## src/rtl/booth_multiplier_param.sv

```systemverilog
// -----------------------------------------------------------------------------
// booth_multiplier_param
//
// Sequential radix-2 Booth multiplier with selectable signed/unsigned operands,
// a start/busy/done handshake and a synchronous abort. One Booth step is taken
// per clock, so a multiply takes exactly WIDTH+1 cycles.
//
// The operands are extended to WIDTH+1 bits. Signed mode sign-extends them and
// unsigned mode zero-extends them. This lets one signed Booth core handle both
// modes exactly. It also keeps the accumulator from overflowing on the
// most-negative operand.
//
// Ports
//   clock      rising-edge clock
//   reset      asynchronous, active-low reset
//   start      request; only accepted in IDLE or DONE
//   is_signed  1 = two's-complement operands, 0 = unsigned (sampled with start)
//   clear      synchronous abort back to IDLE; has priority over start
//   operand_a  multiplicand (sampled with start)
//   operand_b  multiplier   (sampled with start)
//   busy       high while the multiply is iterating
//   done       one-cycle pulse when hi/lo have just been updated
//   hi, lo     upper / lower halves of the last completed product
// -----------------------------------------------------------------------------
module booth_multiplier_param #(
  parameter int WIDTH = 32,
  parameter int CNT_W = $clog2(WIDTH + 2)
) (
  input  logic             clock,
  input  logic             reset,
  input  logic             start,
  input  logic             is_signed,
  input  logic             clear,
  input  logic [WIDTH-1:0] operand_a,
  input  logic [WIDTH-1:0] operand_b,
  output logic             busy,
  output logic             done,
  output logic [WIDTH-1:0] hi,
  output logic [WIDTH-1:0] lo
);

  localparam int W1 = WIDTH + 1;
  localparam logic [CNT_W-1:0] CNT_INIT = CNT_W'(W1);
  localparam logic [CNT_W-1:0] CNT_LAST = CNT_W'(1);

  typedef enum logic [1:0] {
    IDLE = 2'd0,
    RUN  = 2'd1,
    DONE = 2'd2
  } state_t;

  state_t          state_reg;
  logic [W1-1:0]   m_reg;      // extended multiplicand
  logic [2*W1-1:0] prod_reg;   // {accumulator, multiplier/low product}
  logic            lost_reg;   // bit shifted out on the previous step
  logic [CNT_W-1:0] cnt_reg;

  // The extension bit is the operand MSB in signed mode and zero in unsigned mode.
  logic [W1-1:0] ext_a;
  logic [W1-1:0] ext_b;
  assign ext_a = {is_signed & operand_a[WIDTH-1], operand_a};
  assign ext_b = {is_signed & operand_b[WIDTH-1], operand_b};

  // One Booth step: add or subtract M into the upper half, then shift the
  // whole product right arithmetically.
  logic [W1-1:0]   upper;
  logic [W1-1:0]   sum;
  logic [2*W1-1:0] prod_next;

  always_comb begin
    upper = prod_reg[2*W1-1:W1];
    sum   = upper;
    case ({prod_reg[0], lost_reg})
      2'b01:   sum = upper + m_reg;
      2'b10:   sum = upper - m_reg;
      default: sum = upper;
    endcase
    prod_next = {sum[W1-1], sum, prod_reg[W1-1:1]};
  end

  always_ff @(posedge clock or negedge reset) begin
    if (!reset) begin
      state_reg <= IDLE;
      m_reg     <= '0;
      prod_reg  <= '0;
      lost_reg  <= 1'b0;
      cnt_reg   <= '0;
      busy      <= 1'b0;
      done      <= 1'b0;
      hi        <= '0;
      lo        <= '0;
    end else if (clear) begin
      // An abort leaves the last completed result visible on hi/lo.
      state_reg <= IDLE;
      cnt_reg   <= '0;
      busy      <= 1'b0;
      done      <= 1'b0;
    end else begin
      case (state_reg)
        IDLE, DONE: begin
          if (start) begin
            m_reg     <= ext_a;
            prod_reg  <= {{W1{1'b0}}, ext_b};
            lost_reg  <= 1'b0;
            cnt_reg   <= CNT_INIT;
            busy      <= 1'b1;
            done      <= 1'b0;
            state_reg <= RUN;
          end else begin
            done      <= 1'b0;
            state_reg <= IDLE;
          end
        end

        RUN: begin
          prod_reg <= prod_next;
          lost_reg <= prod_reg[0];
          cnt_reg  <= cnt_reg - CNT_LAST;
          // On the last step, publish the post-shift product directly so that
          // hi/lo and done become valid on the same edge.
          if (cnt_reg == CNT_LAST) begin
            hi        <= prod_next[2*WIDTH-1:WIDTH];
            lo        <= prod_next[WIDTH-1:0];
            done      <= 1'b1;
            busy      <= 1'b0;
            state_reg <= DONE;
          end
        end

        default: begin
          busy      <= 1'b0;
          done      <= 1'b0;
          state_reg <= IDLE;
        end
      endcase
    end
  end

endmodule

```

## config.mk

```make
export PLATFORM = sky130hd
export DESIGN_NAME = booth_multiplier_param
export DESIGN_NICKNAME = d
export VERILOG_FILES = /design/src/rtl/booth_multiplier_param.sv
export SDC_FILE = /design/constraint.sdc
export NUM_CORES = 1
export LEC_CHECK = 0
export ABC_AREA = 1
export CAP_MARGIN = 40
export CORE_ASPECT_RATIO = 0.8
export CORE_UTILIZATION = 45
export DETAILED_ROUTE_END_ITERATION = 10
export PLACE_DENSITY = 0.67
export SETUP_SLACK_MARGIN = 0.2
export SYNTH_ARGS = -nofsm -noshare
export SYNTH_HDL_FRONTEND = slang
export SYNTH_SLANG_ARGS = --single-unit
export TNS_END_PERCENT = 1
```

## constraint.sdc

```tcl
create_clock -name clock -period 3.2 [get_ports clock]
set_clock_uncertainty 0.15 [all_clocks]
set_input_delay 0.48 -clock clock [delete_from_list [all_inputs] [get_ports clock]]
set_output_delay 0.48 -clock clock [all_outputs]
set_load 0.03 [all_outputs]
```

---- After elaboration in Yosys (flattened, before gate mapping) ----
Cells that the tools add are included.
W data, S select, Z words.
word-level totals
  register bits after elaboration ......... 174
  input bits .............................. 69
  output and inout bits ................... 66
  word-level logic and storage cells ...... 51
operators by class
  add/sub/neg operators ................... 3
  equality and inequality tests ........... 8
  muxes and demuxes ....................... 19
  bitwise operators ....................... 3
  reductions and logical operators ........ 9
operator list
  operator               number
  $pmux W66 S2           1
  $mux W66               1
  $pmux W33 S2           1
  $add A33 B33 Y33       1
  $sub A33 B33 Y33       1
  $mux W6                2
  $pmux W6 S2            1
  $reduce_and A3 Y1      3
  $mux W1                8
  $eq A6 B1 Y1 const B   1
  $ne A3 B3 Y1 const B   2
  $sub A6 B1 Y6 const B  1
  $eq A2 B1 Y1 const B   2
  $eq A2 B2 Y1 const B   2
  $mux W2                2
  $pmux W1 S2            2
  $pmux W2 S2            1
  $reduce_and A2 Y1      2
  $reduce_bool A3 Y1     1
  $and A1 B1 Y1          2
  $logic_not A2 Y1       1
  $ne A2 B2 Y1 const B   1
  $reduce_bool A2 Y1     1
  $reduce_or A2 Y1       1
  $not A1 Y1             1

---- Depth between registers and ports, before layout ----
  depth after elaboration ................. 4
  gate-level depth with buffers ........... 23

---- Worst setup path before layout ----
No wires, ideal clock.
  path kind ............................... reg-to-reg
  start ................................... register m_reg[0]
  end ..................................... register prod_reg[56]
  library setup time ...................... 117 ps
  arrival ................................. 2615 ps
  slack ................................... 318 ps
  cell stages (with the launch flop) ...... 22
  path buffers ............................ 0
  clock period less this slack ............ 2882 ps
  cells stage by stage .................... dfrtp_1 > inv_1 > ha_1 > nand4_1 > nor2_1 > nand3_1 > nand2_2 > nand2_1 > a21oi_1 > xor2_1 > ha_1 > nand2_1 > nor2_1 > nand2_1 > nor2_1 > nand2_1 > nand3_1 > nand2_1 > nand3_1 > nand2_1 > nand2_1 > nand2_1
between the ends
  cells in the longest elaborated chain, start to end .. 3
  elaborated cells between the ends (all ways) .. 4
ends and longest elaborated chain
  item                                                  RTL line  source
  start: declaration                                    53        logic [W1-1:0] m_reg;
  start signal: assignment                              102       m_reg <= ext_a;
  $sub A33 B33 Y33 or $add A33 B33 Y33 (tied branches)  75, 74
  $pmux W33 S2 (*)                                      73        case ({prod_reg[0], lost_reg})
  $pmux W66 S2 (*)                                      99        case (state_reg)
  end signal: assignment                                103       prod_reg <= {{W1{1'b0}}, ext_b};
  end signal: assignment                                116       prod_reg <= prod_next;
  end: declaration                                      54        logic [2*W1-1:0] prod_reg;
Mark *: on every way between the ends. The rest lies on a longest branch, timed or not.
A chain may end at the register's enable or synchronous reset.

---- Worst setup path in the final report ----
  start ................................... register m_reg[1]
  end ..................................... register prod_reg[61]
Same word-level chain as after synthesis.

==> flow_summary.ini <==
[layout]
layout_common_cells = 498 x nand2_1, 215 x inv_1, 171 x dfrtp_1
area_growth_pct = 32.9
final_common_cell = nand2_1
seqCellArea_um2 = 4310
n_fill_cell = 2067
final_nets = 1799
multi_input_area_um2 = 5840
antenna_cells = 0
final_cells = 2012
drive_above_1_share_pct = 17.6
largest_reg_flops = 65
fin_util_pct = 61.9

[status]
outcome = complete, but fails checks
violations = setup timing

[hold_path]
hp-start = hi[0]
hold-path-endpoint = hi[0]
holdPathStages = 2
worst_hold_path_type = reg -> reg

[cts]
clock-root-buffer = clkbuf_16
cts_tree = yes
numCtsBuffers = 17
clkSinkCount = 172
clk_latency_ps = 450
clock_path_buffers = 2
clk_pin_slew_ps = 80
cts_max_level = 4

[floorplanning]
rows = 49
core-area_um2 = 22800
dieWidth_um = 174
pin_count = 135
die_h_um = 139
initial_utilization_pct = 46.5
die_area_um2 = 24200

[worst_setup_path]
critPathMaxFanout = 4
rr_worst_depth = 19
worstReg2RegStart = m_reg[1]
ff2ff_setup_slack_ps = -70
worst_setup_path_end_kind = flop
path_cells = inv_2, ha_4, nand4_1, nor2_2, nand3_1, nand2_2, buf_6, o21ai_4, xor2_1, ha_1, nand2_2, nor2_2, nand2_1, nor2_1, nand2_2, nand3_1, nand3_2, nand3_2, nand2_1
arrival_ps = 3450
cp_data_required_time_ps = 3380
r2r_end = prod_reg[61]
path_class = reg -> reg
crit_slowest_cell = dfrtp_1
slowest_delay_ps = 390
startpoint_type = flop
crit_top_cell = nand2_2

[sta]
fin_crit_sh_pct = 102
hold_viol_final = 0
tightestPinTransition_ps = 794
slew_headroom_pct = 47.0
grt_setup_unrepaired = true
finalWorstSetupSlack_ps = -65.3
timing.fmax_mhz = 306
slew_viol_final = 0
finalSetupViolCount = 4
fin_crit_ps = 3270

[synth]
synth_seq_area_share_pct = 40.5
synth.distinct_cells = 35
ys_ff_latch = 172
syn_nets = 1603
syn_area_um2 = 10600
postSynthAreaPerCell_um2 = 7.09
synth_area_leader_cell = dfrtp_1
syn_inst = 1497
synth_top_area_share_pct = 40.5
synth_warnings = 0
ys_top_cells_by_area = dfrtp_1 41%, nand2_1 19%, inv_1 8.0%, nand3_1 4.3%, ha_1 4.2%

[place]
portBuffers = 134
dp_cells = 1964
gp_congestion = 0.982
place_hpwl_um = 22100

[drt]
final_antenna_net_count = 0
first_iter_violations = 836
vias = 10100
route.detailed.drc = 0
wl_met2_um = 12900
wirelength_um = 30800
viasPerCell = 5.01
wl_met3_um = 1750
highest_layer = met4
wl_met1_um = 15700
routedWlPerCell_um = 15.3
drt_pass1_iterations = 5

[global_routing]
overflow = 0
first_global_vias = 9447
grt_max_degree = 88
grt_pass1_wl_um = 49600
antenna_found_initial = 0
grt_use_total_pct = 25.8

[pwr]
vdd_drop_max_uv = 482
leakagePower_nw = 7.20
power_mw = 15.1
p_per_area_nw_per_um2 = 1070

[run]
cap_violations = 0
[worst max-delay path by stage]
stage / startpoint / to / slack, ps
after floorplan: m_reg[0] / prod_reg[56] / 320
after global placement: m_reg[1] / hi[29] / -130
after detailed placement: m_reg[1] / prod_reg[57] / -160
after CTS: m_reg[0] / hi[27] / 50
after global routing: m_reg[3] / prod_reg[48] / -240
final: m_reg[1] / prod_reg[61] / -70
[metrics by stage]
step                      setup WS, ps  hold WS (ps)  cell area (um2)  setup TNS [ps]
final                            -65.3           324            14100            -164
after global routing              -239           350            14100           -6840
after CTS                         48.8           329            13600               0
after detailed placement          -157           311            12700           -3050
after global placement            -134           307            12700           -1280
after floorplan                    318          34.4            10600               0
[report_power, final]
| part | leakage (nW) | internal [mW] | total (mW) | switching (mW) |
|---|---|---|---|---|
| Clock | 0.296 | 1.08 | 2.14 | 1.06 |
| Combinational | 4.73 | 3.76 | 9.32 | 5.56 |
| Sequential | 2.17 | 2.97 | 3.59 | 0.619 |
[cells by family after synthesis]
logic type | synth area share [%]
AOI/OAI and AO/OA | 10.9
xor gates and xnor gates | 3.63
DFF | 40.5
muxes | 0.471
and+or+nand+nor | 29.4
buffers and inverters | 10.6
adders and majority gates | 4.43
[worst max-delay path: cells and delay by family (launching register included)]
| family | cells | cell delay [ps] |
|---|---|---|
| simple gates | 13 | 1660 |
| fa+ha+maj | 2 | 530 |
| flops | 1 | 390 |
| buf+inv | 2 | 220 |
| xor+xnor | 1 | 160 |
| compound gates | 1 | 60 |
[cell type report]
class                   instances  share of cell area [%]
repair buffers                226                    15.0
flip-flops and latches        172                    30.5
clock inverters                14                    1.17
clock buffers                  18                    3.11
well taps                     306                    2.71
multi-input cells            1046                    41.4
inverters                     230                    6.13
[per-layer routing]
metal	track usage (%)	vias up
met5	0	-
met4	5.82	0
met3	3.93	36
met2	36.7	273
met1	40.8	4691
li1	-	5090
[synthesized netlist by cell type]
| cell type | instances |
|---|---|
| dfrtp_1 | 172 |
| inv_2 | 5 |
| nor2_4 | 3 |
| a21o_1 | 1 |
| buf_2 | 12 |
| clkbuf_1 | 22 |
| ha_1 | 36 |
| nand4_2 | 1 |
| nand2_2 | 1 |
| o21ai_2 | 9 |
| mux2i_1 | 5 |
| o21ai_0 | 56 |
| nand4_1 | 8 |
| o21ai_1 | 64 |
| o211ai_1 | 39 |
| nor2_1 | 76 |
| buf_1 | 6 |
| nor3_1 | 12 |
| nor2_8 | 2 |
| a31oi_1 | 1 |
| or2_2 | 16 |
| nand3b_1 | 3 |
| a21oi_1 | 26 |
| o22ai_1 | 4 |
| nand3_1 | 91 |
| and3_1 | 2 |
| and2_1 | 1 |
| o21bai_1 | 1 |
| inv_1 | 225 |
| nand2_1 | 542 |
| xnor2_1 | 10 |
| fa_1 | 1 |
| buf_6 | 9 |
| xor2_1 | 34 |
| o31ai_1 | 1 |
[timing repair]
item                                    CTS  global route
resized for setup                        64            95
hold endpoints to repair                 69             0
hold buffers                              1             0
setup buffers                            10             5
pin swaps                                32            41
endpoints found under the setup margin   49            54
No activity file was read; power rests on OpenSTA's default activity.
